[src/rtl/adder_arbiter.sv]
// Round-robin arbiter/sequencer sharing one 8-bit adder among NREQ requesters.
// Define ADDER_ARB_TIMEOUT_EN to compile in the RUN-cycle watchdog (err pulse after TIMEOUT cycles).
module adder_arbiter #(
    parameter int NREQ    = 4,
    parameter int TIMEOUT = 32
) (
    input  logic              clk,
    input  logic              rst,
    input  logic [NREQ-1:0]   req,
    input  logic [8*NREQ-1:0] op_A,
    input  logic [8*NREQ-1:0] op_B,
    input  logic [NREQ-1:0]   op_cin,
    output logic [NREQ-1:0]   gnt,
    output logic [NREQ-1:0]   done,
    output logic [NREQ-1:0]   err,
    output logic [7:0]        result,
    output logic              result_cout,
    output logic              busy,
    output logic              add_en,
    output logic [7:0]        add_A,
    output logic [7:0]        add_B,
    output logic              add_c_in,
    input  logic              add_ready,
    input  logic [7:0]        add_Output,
    input  logic              add_c_out
);
    localparam int PW = (NREQ > 1) ? $clog2(NREQ) : 1;

    typedef enum logic [1:0] {IDLE, LOAD, RUN, GAP} state_t;

    state_t          state_q, state_d;
    logic [PW-1:0]   ptr_q, ptr_d, owner_q, owner_d;
    logic [NREQ-1:0] gnt_q, gnt_d, done_q, done_d, err_q, err_d;
    logic [7:0]      result_q, result_d, add_a_q, add_a_d, add_b_q, add_b_d;
    logic            result_cout_q, result_cout_d, busy_q, busy_d;
    logic            add_en_q, add_en_d, add_cin_q, add_cin_d;
    logic            rdy_q, rdy_d;
    logic [8:0]      hold_q, hold_d;
`ifdef ADDER_ARB_TIMEOUT_EN
    localparam int CW = (TIMEOUT > 1) ? $clog2(TIMEOUT) : 1;
    logic [CW-1:0]   cnt_q, cnt_d;
`endif

    logic            sel_vld;
    logic [PW-1:0]   sel_idx;

    // First requester at or above the pointer, wrapping around.
    always_comb begin
        sel_vld = 1'b0;
        sel_idx = '0;
        for (int k = 0; k < NREQ; k++) begin
            if (!sel_vld && req[(int'(ptr_q) + k) % NREQ]) begin
                sel_vld = 1'b1;
                sel_idx = PW'((int'(ptr_q) + k) % NREQ);
            end
        end
    end

    always_comb begin
        state_d       = state_q;
        ptr_d         = ptr_q;
        owner_d       = owner_q;
        gnt_d         = gnt_q;
        done_d        = '0;
        err_d         = '0;
        result_d      = result_q;
        result_cout_d = result_cout_q;
        busy_d        = busy_q;
        add_en_d      = add_en_q;
        add_a_d       = add_a_q;
        add_b_d       = add_b_q;
        add_cin_d     = add_cin_q;
        rdy_d         = rdy_q;
        hold_d        = hold_q;
`ifdef ADDER_ARB_TIMEOUT_EN
        cnt_d         = cnt_q;
`endif
        case (state_q)
            IDLE: begin
                if (sel_vld) begin
                    add_a_d          = op_A[int'(sel_idx)*8 +: 8];
                    add_b_d          = op_B[int'(sel_idx)*8 +: 8];
                    add_cin_d        = op_cin[sel_idx];
                    owner_d          = sel_idx;
                    gnt_d            = '0;
                    gnt_d[sel_idx]   = 1'b1;
                    busy_d           = 1'b1;
                    state_d          = LOAD;
                end
            end
            LOAD: begin
                add_en_d = 1'b1;
                rdy_d    = 1'b0;
`ifdef ADDER_ARB_TIMEOUT_EN
                cnt_d    = '0;
`endif
                state_d  = RUN;
            end
            RUN: begin
                // Sum is held on the ready edge and presented one edge later with done.
                if (rdy_q) begin
                    result_d      = hold_q[7:0];
                    result_cout_d = hold_q[8];
                    done_d        = gnt_q;
                    gnt_d         = '0;
                    add_en_d      = 1'b0;
                    state_d       = GAP;
                end else if (add_ready) begin
                    rdy_d  = 1'b1;
                    hold_d = {add_c_out, add_Output};
                end
`ifdef ADDER_ARB_TIMEOUT_EN
                else if (cnt_q == CW'(TIMEOUT - 1)) begin
                    err_d    = gnt_q;
                    gnt_d    = '0;
                    add_en_d = 1'b0;
                    state_d  = GAP;
                end else begin
                    cnt_d = cnt_q + 1'b1;
                end
`endif
            end
            GAP: begin
                ptr_d   = (int'(owner_q) == NREQ - 1) ? '0 : owner_q + 1'b1;
                busy_d  = 1'b0;
                state_d = IDLE;
            end
            default: state_d = IDLE;
        endcase
    end

    always_ff @(posedge clk) begin
        if (rst) begin
            state_q       <= IDLE;
            ptr_q         <= '0;
            owner_q       <= '0;
            gnt_q         <= '0;
            done_q        <= '0;
            err_q         <= '0;
            result_q      <= '0;
            result_cout_q <= 1'b0;
            busy_q        <= 1'b0;
            add_en_q      <= 1'b0;
            add_a_q       <= '0;
            add_b_q       <= '0;
            add_cin_q     <= 1'b0;
            rdy_q         <= 1'b0;
            hold_q        <= '0;
`ifdef ADDER_ARB_TIMEOUT_EN
            cnt_q         <= '0;
`endif
        end else begin
            state_q       <= state_d;
            ptr_q         <= ptr_d;
            owner_q       <= owner_d;
            gnt_q         <= gnt_d;
            done_q        <= done_d;
            err_q         <= err_d;
            result_q      <= result_d;
            result_cout_q <= result_cout_d;
            busy_q        <= busy_d;
            add_en_q      <= add_en_d;
            add_a_q       <= add_a_d;
            add_b_q       <= add_b_d;
            add_cin_q     <= add_cin_d;
            rdy_q         <= rdy_d;
            hold_q        <= hold_d;
`ifdef ADDER_ARB_TIMEOUT_EN
            cnt_q         <= cnt_d;
`endif
        end
    end

    assign gnt         = gnt_q;
    assign done        = done_q;
    assign err         = err_q;
    assign result      = result_q;
    assign result_cout = result_cout_q;
    assign busy        = busy_q;
    assign add_en      = add_en_q;
    assign add_A       = add_a_q;
    assign add_B       = add_b_q;
    assign add_c_in    = add_cin_q;
endmodule

[config.mk]
export PLATFORM = sky130hd
export DESIGN_NAME = adder_arbiter
export DESIGN_NICKNAME = d
export VERILOG_FILES = /design/src/rtl/adder_arbiter.sv
export SDC_FILE = /design/constraint.sdc
export NUM_CORES = 1
export LEC_CHECK = 0
export ABC_CLOCK_PERIOD_IN_PS = 5650
export CORE_UTILIZATION = 45
export CTS_CLUSTER_SIZE = 24
export DETAILED_ROUTE_END_ITERATION = 6
export GPL_ROUTABILITY_DRIVEN = 0
export PLACE_DENSITY = 0.86
export SYNTH_ARGS = -nofsm -noshare
export SYNTH_HDL_FRONTEND = slang
export SYNTH_SLANG_ARGS = --single-unit
[constraint.sdc]
create_clock -name clk -period 5.65 [get_ports clk]
set_input_delay 0.565 -clock clk [delete_from_list [all_inputs] [get_ports clk]]
set_output_delay 0.565 -clock clk [all_outputs]
set_load 0.02 [all_outputs]
# After elaboration in Yosys (flattened, before gate mapping)
# Cells that the tools add are included.
# op_classes
n_addsub	4
eq_ne	6
n_bitwise	5
reduce_logical	22
n_shift	2
order_cmp	6
n_mux	37
# ops
cell	n
$shiftx A32 B6 Y8	2
$mux W1	17
$mux W2	7
$lt A3 B4 Y1 const B	3
$bmux W1 S2	5
$reduce_and A2 Y1	5
$mux W4	2
$pmux W2 S4	1
$pmux W4 S2	1
$lt A2 B3 Y1 const B	2
$pmux W1 S2	3
$reduce_and A3 Y1	2
$reduce_bool A2 Y1	3
$reduce_or A2 Y1	3
$add A2 B1 Y2 const B	2
$add A2 B2 Y2 const B	2
$eq A2 B1 Y1 const B	2
$eq A2 B2 Y1 const B	2
$logic_and A1 B1 Y1	4
$ne A2 B2 Y1 const B	2
$and A1 B1 Y1 const A	3
$logic_not A1 Y1	3
$reduce_or A3 Y1	1
$demux W1 S2	1
other kinds (3)	4
# totals
input_bits	84
wordCells	96
out_inout_bits	40
ff_bits	52

# Logic depth before layout (Yosys ltp)
# Gate-level depths: netlist of the first run.
# logic_depth
word_depth	20
depth_mapped	8
mapped_depth_nobuf	6

# Worst setup path before layout of the first run
# OpenSTA, ideal clock, no wires.
# synth_path
path_type	input-to-reg
from	input req[2]
to	register add_a_q[2] (netlist: add_A[2])
n_path_buf	2
arrival_ns	2.036
setup_slack_ns	3.526
setup_ns	0.088
path_stages	7
cell_sequence	buf_2 nor2b_4 or4_4 buf_6 a21bo_1 a21o_1 a311oi_2
# synth_between
elab_chain_cells	13
elab_cells_between_ends	27
classes_between	shift: 1; mux: 19; reduce/logical: 7
# synth_rtl
item	line	source
from (decl)	9	input logic [NREQ-1:0] req,
$bmux W1 S2	52	if (!sel_vld && req[(int'(ptr_q) + k) % NREQ]) begin
$mux W1 (implied by the code)	52	
$mux W1	52	
$logic_not A1 Y1	52	
$logic_and A1 B1 Y1	52	
$mux W1	52	
$logic_not A1 Y1	52	
$logic_and A1 B1 Y1	52	
$mux W1	52	
$logic_not A1 Y1	52	
$logic_and A1 B1 Y1	52	
$mux W2 / $mux W1 (equally long branches)	52	
$shiftx A32 B6 Y8 / $reduce_and A2 Y1 (equally long branches)	n/a	
to (signal assigned)	144	add_a_q <= '0;
to (signal assigned)	163	add_a_q <= add_a_d;
to (decl)	34	logic [7:0] result_q, result_d, add_a_q, add_a_d, add_b_q, add_b_d;
# Parallel ways exist; a longest one is shown, timed or not. The select of a mux whose other input is x is not followed.
# A chain may end at the register's enable or synchronous reset.

# Worst setup path in the final report of the first run
# layout_path
from	input req[0]
to	register gnt_q[2] (netlist: gnt[2])
# layout_between
elab_chain_cells	18
elab_cells_between_ends	34
classes_between	order compare: 2; eq/ne: 1; mux: 23; reduce/logical: 8
# layout_rtl
item	line	source
$bmux W1 S2	52	
$mux W1 (implied by the code)	52	
$mux W1	52	
$logic_not A1 Y1	52	
$logic_and A1 B1 Y1	52	
$mux W1	52	
$logic_not A1 Y1	52	
$logic_and A1 B1 Y1	52	
(+2 left out)	n/a	
$logic_and A1 B1 Y1	52	
$mux W2	52	
$lt A2 B3 Y1 (implied by the code) / $ge A2 B1 Y1 (equally long branches)	86	gnt_d[sel_idx] = 1'b1;
$logic_and A1 B1 Y1 (implied by the code)	86	
$mux W1 (implied by the code)	86	
$demux W1 S2	86	
$mux W4	80	if (sel_vld) begin
$pmux W4 S2	78	case (state_q)
to (signal assigned)	156	gnt_q <= gnt_d;
to (decl)	33	logic [NREQ-1:0] gnt_q, gnt_d, done_q, done_d, err_q, err_d;
# Parallel ways exist; a longest one is shown, timed or not. The select of a mux whose other input is x is not followed.

==> results.json, run 1 <==
{
  "port_buffers": 119,
  "worst-setup-path-type": "input pin to register",
  "synth-seq-cells": 52,
  "fillers": 511,
  "drive_gt1_share_pct": 7.80,
  "routed_wirelength_mm": 6.91,
  "chipHeight_um": 80.3,
  "worstSetupEndpointType": "register",
  "required_ps": 5810,
  "total_power_mw": 1.40,
  "fmax_mhz": 393,
  "initial_core_util_pct": 46.6,
  "grt_pass1_wl_mm": 11.1,
  "multi_input_area_um2": 1500,
  "cts_tree": "built",
  "rows": 28,
  "die_area_um2": 6450,
  "avgSynthCellArea_um2": 8.44,
  "final_cell_mix": "clkdlybuf4s50_1 (118), dfxtp_1 (52), nand2_1 (37)",
  "die_w_um": 80.3,
  "finClkSkew_ps": 7.90,
  "nets": 512,
  "ant_nets": 0,
  "io_pins": 124,
  "diodes": 0,
  "dr.pass1.iters": 4,
  "rsz0062_at_grt": "no",
  "p_leak_nw": 1.43,
  "crit_path_start_kind": "input pin",
  "cap_viol_max_count": 0,
  "core_um2": 5920,
  "first_iter_violations": 99,
  "grt_max_degree": 53,
  "yosys.cell_types.count": 45,
  "post_cts_resized": 0,
  "worstMarginPinSlew_ps": 927,
  "post-route-min-period_ps": 2540,
  "crit_fanout": 20,
  "cts_made_buffers": 5,
  "antenna_found_initial": 0,
  "seqCellArea_um2": 1040,
  "ctsLongestPathBuffers": 2,
  "maxSlewViolCount": 0,
  "ir_drop_v": 0.000202,
  "arrival_ps": 2700,
  "ctsHoldBuffers": 0,
  "via_count": 2732,
  "final-setup-viol-count": 0,
  "status": "finished clean",
  "grt_pass1_vias": 2478,
  "hpwl_mm": 5.14,
  "ys_seq_area_share_pct": 37.7,
  "fin_setup_tns_ps": 0,
  "ys.flop_type": "dfxtp_1",
  "path_clk_slew_ps": 80,
  "final_common_cell": "clkdlybuf4s50_1",
  "yosys_warnings": 0,
  "async_reset_ff_share_pct": 0,
  "relSlewSlack_pct": 38.2,
  "htreeDepth": 2,
  "syn_to_final_growth_pct": 43.3,
  "via_per_inst": 5.49,
  "syn_area_um2": 2760,
  "cts.sinks": 52,
  "wire_per_inst_um": 13.9,
  "drc_errors": 0,
  "finalHoldViolCount": 0,
  "p_per_area_nw_per_um2": 355,
  "track_usage_pct": 21.9,
  "synth_edf_count": 0,
  "period_share_pct": 45.0,
  "grt_overflow": 0,
  "cts_root_buffer": "clkbuf_8",
  "post_cts_buffers": 0,
  "postSynthCellCount": 327,
  "clk_latency_ps": 300,
  "worstHoldPathType": "register to register"
}
## layout make-up
type | instances | area share [%]
Tap cell | 75 | 2.37
Multi-Input combinational cell | 240 | 38.0
Timing Repair Buffer | 120 | 30.2
Clock buffer | 5 | 1.74
Sequential cell | 52 | 26.3
Clock inverter | 3 | 1.08
Inverter | 3 | 0.285
## worst paths after layout
kind	from	cells past startpoint	endpoint	slack (ps)
worst max-delay path	req[0]	6	gnt[2]$_SDFFE_PP0P_	3110
worst min-delay path	result_cout$_SDFFE_PP0P_	2	result_cout$_SDFFE_PP0P_	460
worst max register to register	state_q[0]$_SDFFE_PP0P_	6	hold_q[7]$_SDFFE_PP0P_	3420
worst min register to register	result_cout$_SDFFE_PP0P_	2	result_cout$_SDFFE_PP0P_	460
## where the power goes
part	leakage, nW	switching (mW)	internal, mW	total [mW]
Clock	0.0541	0.119	0.131	0.250
Sequential	0.425	0.0580	0.455	0.513
Combinational	0.953	0.340	0.301	0.641
## flip-flops by register name (all words and copies together) (netlist names), 2 cells and up
register / flops
state_q: 2
add_A: 8
hold_q: 9
done: 4
add_B: 8
gnt: 4
ptr_q: 2
owner_q: 2
result: 8
## cell families (layout without fill, tap and decap cells)
family	Yosys count	count (layout)	share of synthesized area (%)
AND/OR/NAND/NOR	116	116	20.6
AO/OA/AOI/OAI	112	112	29.8
flip-flops	52	52	37.7
buffers and inverters	38	131	8.21
adder cells (fa/ha/maj)	6	6	2.72
multiplexers	2	2	0.726
other	1	4	0.136
## through the flow
step | area, µm² | utilization [%] | std cells | setup WS, ps | hold WS, ps
after floorplan | 2770 | - | 330 | 3530 | 432
after global placement | 3840 | 64.9 | 490 | 2880 | 438
after detailed placement | 3840 | 64.9 | 490 | 2810 | 448
after CTS | 3950 | 66.8 | 498 | 3110 | 460
after global routing | 3950 | 66.8 | 498 | 2900 | 477
final | 3950 | 66.8 | 498 | 3110 | 458
## critical path, stage by stage
cell and delay [ps]:
clkdlybuf4s50_1 540, nor4_1 440, nand2b_1 670, nor2_1 190
a32oi_1 250, nor2_1 50
## Yosys cell counts (2+ instances only)
library cell | instances | area (µm²)
inv_1 | 3 | 11.3
o21ai_1 | 16 | 80.1
a21oi_1 | 27 | 135
nor3b_1 | 4 | 30.0
mux2i_1 | 2 | 20.0
a211oi_1 | 15 | 113
buf_8 | 2 | 30.0
dfxtp_1 | 52 | 1040
o22ai_1 | 2 | 12.5
o21ai_0 | 4 | 20.0
buf_6 | 5 | 56.3
nand2_1 | 37 | 139
and2_1 | 2 | 12.5
nor3_1 | 4 | 20.0
nor2b_1 | 6 | 37.5
buf_4 | 4 | 30.0
a221oi_1 | 16 | 140
nand2b_1 | 3 | 18.8
buf_2 | 4 | 20.0
clkbuf_1 | 18 | 67.6
ha_1 | 6 | 75.1
and3_1 | 16 | 100
nor2_1 | 28 | 105
nand3_1 | 11 | 55.1
a21o_1 | 3 | 22.5
or4_4 | 2 | 22.5
a22oi_1 | 2 | 15.0
a21boi_2 | 16 | 180
## metal layers
metal | part of all wire, % | GRT usage [%] | wire [µm] | up-vias
met5 | 0 | 0 | 0 | -
met4 | 1.5 | 7.32 | 107 | 0
met3 | 7.5 | 5.80 | 519 | 10
met2 | 49 | 38.6 | 3380 | 115
met1 | 42 | 25.6 | 2910 | 1252
li1 | - | - | - | 1355
No activity file was read; power rests on OpenSTA's default activity.
==> inputs of run 2 (changes only) <==
==> config.mk (replaced) <==
export PLATFORM = sky130hd
export DESIGN_NAME = adder_arbiter
export DESIGN_NICKNAME = d
export VERILOG_FILES = /design/src/rtl/adder_arbiter.sv
export SDC_FILE = /design/constraint.sdc
export NUM_CORES = 1
export LEC_CHECK = 0
export ABC_CLOCK_PERIOD_IN_PS = 2300
export CORE_UTILIZATION = 38
export CTS_CLUSTER_SIZE = 24
export DETAILED_ROUTE_END_ITERATION = 6
export GPL_ROUTABILITY_DRIVEN = 0
export PLACE_DENSITY = 0.77
export SYNTH_ARGS = -nofsm -noshare
export SYNTH_HDL_FRONTEND = slang
export SYNTH_SLANG_ARGS = --single-unit
==> constraint.sdc (replaced) <==
create_clock -name clk -period 2.3 [get_ports clk]
set_input_delay 0.23 -clock clk [delete_from_list [all_inputs] [get_ports clk]]
set_output_delay 0.23 -clock clk [all_outputs]
set_load 0.02 [all_outputs]
==> results.json, run 2 (synthesized netlist as in run 1, its figures left out) <==
{
  "ir_drop_v": 0.000338,
  "regMostFlops": "hold_q",
  "cts.sinks": 52,
  "clk_latency_ps": 300,
  "relSlewSlack_pct": 59.4,
  "rows": 30,
  "htreeDepth": 2,
  "post_cts_buffers": 0,
  "die_area_um2": 7600,
  "hpwl_mm": 5.64,
  "wire_per_inst_um": 13.7,
  "arrival_ps": 2210,
  "initial_core_util_pct": 39.9,
  "largest_reg_flops": 9,
  "dr.pass1.iters": 4,
  "core_um2": 6910,
  "drc_errors": 0,
  "track_usage_pct": 20.1,
  "cts_root_buffer": "clkbuf_8",
  "worst-setup-path-type": "input pin to register",
  "postPlaceCellArea_um2": 4010,
  "finClkSkew_ps": 9.94,
  "path_clk_slew_ps": 100,
  "grt_overflow": 0,
  "io_pins": 124,
  "fin_setup_tns_ps": 0,
  "routed_wirelength_mm": 7.38,
  "crit_fanout": 21,
  "drive_gt1_share_pct": 11.8,
  "fmax_mhz": 504,
  "grt_max_degree": 22,
  "r2r_end": "add_A[5]$_SDFFE_PP0P_",
  "ctsLongestPathBuffers": 2,
  "nets": 531,
  "ctsHoldBuffers": 0,
  "via_count": 2801,
  "cp_cell_sequence": "clkdlybuf4s50_1, nor2b_4, or4_4, buf_4, a21boi_2, o21ai_1, a211oi_1",
  "chipHeight_um": 87.2,
  "holdPathEnd": "add_en$_SDFFE_PP0P_",
  "internal-power_mw": 2.23,
  "final-setup-viol-count": 0,
  "worst-path-buf-inv": 2,
  "final_common_cell": "clkdlybuf4s50_1",
  "finalNonFillerCells": 538,
  "ant_nets": 0,
  "antenna_found_initial": 0,
  "placedCellCount": 530,
  "diodes": 0,
  "worstHoldPathType": "input pin to register",
  "finalHoldViolCount": 0,
  "r2r_start": "ptr_q[0]$_SDFFE_PP0P_",
  "grt_pass1_vias": 2591,
  "via_per_inst": 5.21,
  "p_sw_mw": 1.31,
  "first_iter_violations": 140,
  "syn_to_final_growth_pct": 49.4,
  "post-route-min-period_ps": 1980,
  "path_delay_family": "simple AND/OR/NAND/NOR gates",
  "final_area_um2": 4120,
  "post_cts_resized": 0,
  "cts_made_buffers": 5,
  "p_per_area_nw_per_um2": 859,
  "p_leak_nw": 1.52,
  "crit_path_start_kind": "input pin",
  "rsz0062_at_grt": "no",
  "die_w_um": 87.2,
  "r2r_slack_ps": 340,
  "grt_pass1_wl_mm": 12.1,
  "hold_depth": 2,
  "period_share_pct": 86.2,
  "min-delay-start": "rst",
  "seqPwrFrac_pct": 35.2,
  "worstRegToRegCells": 6,
  "final_cell_mix": "clkdlybuf4s50_1 (118), dfxtp_1 (52), nand2_1 (37)",
  "combPwrFrac_pct": 47.2,
  "cap_viol_max_count": 0,
  "status": "finished clean",
  "port_buffers": 119,
  "maxSlewViolCount": 0,
  "p_sw_share_pct": 36.9,
  "worstMarginPinSlew_ps": 609,
  "worstSetupEndpointType": "register",
  "clkPwrFrac_pct": 17.6,
  "cpPeakStageDelay_ps": 660,
  "critPathSlowestCell": "or4_4",
  "cts_tree": "built",
  "required_ps": 2530
}
-- run 2: cell types whose count changed in the layout (fill, tap and decap cells not counted), sizes merged --
cell / delta
buf: +19
-- run 2: worst reg2reg max path, stage by stage, from the launching register on --
cell      delay [ps]
dfxtp_1          440
nor2b_4           70
or4_4            660
buf_4            240
a21boi_2         140
o21ai_1          100
a211oi_1         250
-- run 2: worst max-delay path by stage --
stage                     startpoint  cells after the start                    end
2_1_floorplan  ptr_q[1]$_SDFFE_PP0P_                      7  add_A[2]$_SDFFE_PP0P_
3_3_place_gp                  req[2]                      7  add_A[5]$_SDFFE_PP0P_
3_5_place_dp                  req[2]                      7  add_A[5]$_SDFFE_PP0P_
4_1_cts                       req[2]                      7  add_A[5]$_SDFFE_PP0P_
5_1_grt                       req[3]                      7  add_A[3]$_SDFFE_PP0P_
6_report                      req[2]                      7  add_A[5]$_SDFFE_PP0P_
-- run 2: layout make-up --
cell class,count,area (µm²)
fillers,656,2780
multi-input cells,240,1500
clock buffers,5,68.8
well taps,96,120
inverters,3,11.3
clock inverters,3,42.5
repair buffers,139,1340
flip-flops and latches,52,1040
-- run 2: per-stage QoR --
step | utilization (%) | hold WS (ps) | setup WS (ps) | total power, mW
floorplan | - | 377 | 470 | 2.23
global placement | 58.1 | 435 | 81.6 | 2.91
detailed placement | 58.1 | 445 | 10.1 | 2.94
CTS | 59.7 | 320 | 330 | 3.57
global route | 59.7 | 327 | 190 | 3.77
finish | 59.7 | 323 | 318 | 3.54
-- run 2: power by group through the flow --
stage	Clock, mW	Sequential (mW)	Combinational (mW)
after floorplan	0	1.46	0.771
after global placement	0	1.27	1.64
after detailed placement	0	1.27	1.67
after CTS	0.641	1.25	1.68
after global routing	0.670	1.28	1.82
final	0.623	1.25	1.67
-- run 2: per-layer routing --
metal | vias to the layer above | global-route usage (%) | part of all wire [%]
li1 | 1387 | - | -
met1 | 1304 | 25.4 | 44
met2 | 102 | 34.6 | 49
met3 | 8 | 4.17 | 6.3
met4 | 0 | 5.81 | 1.3
met5 | - | 0 | 0
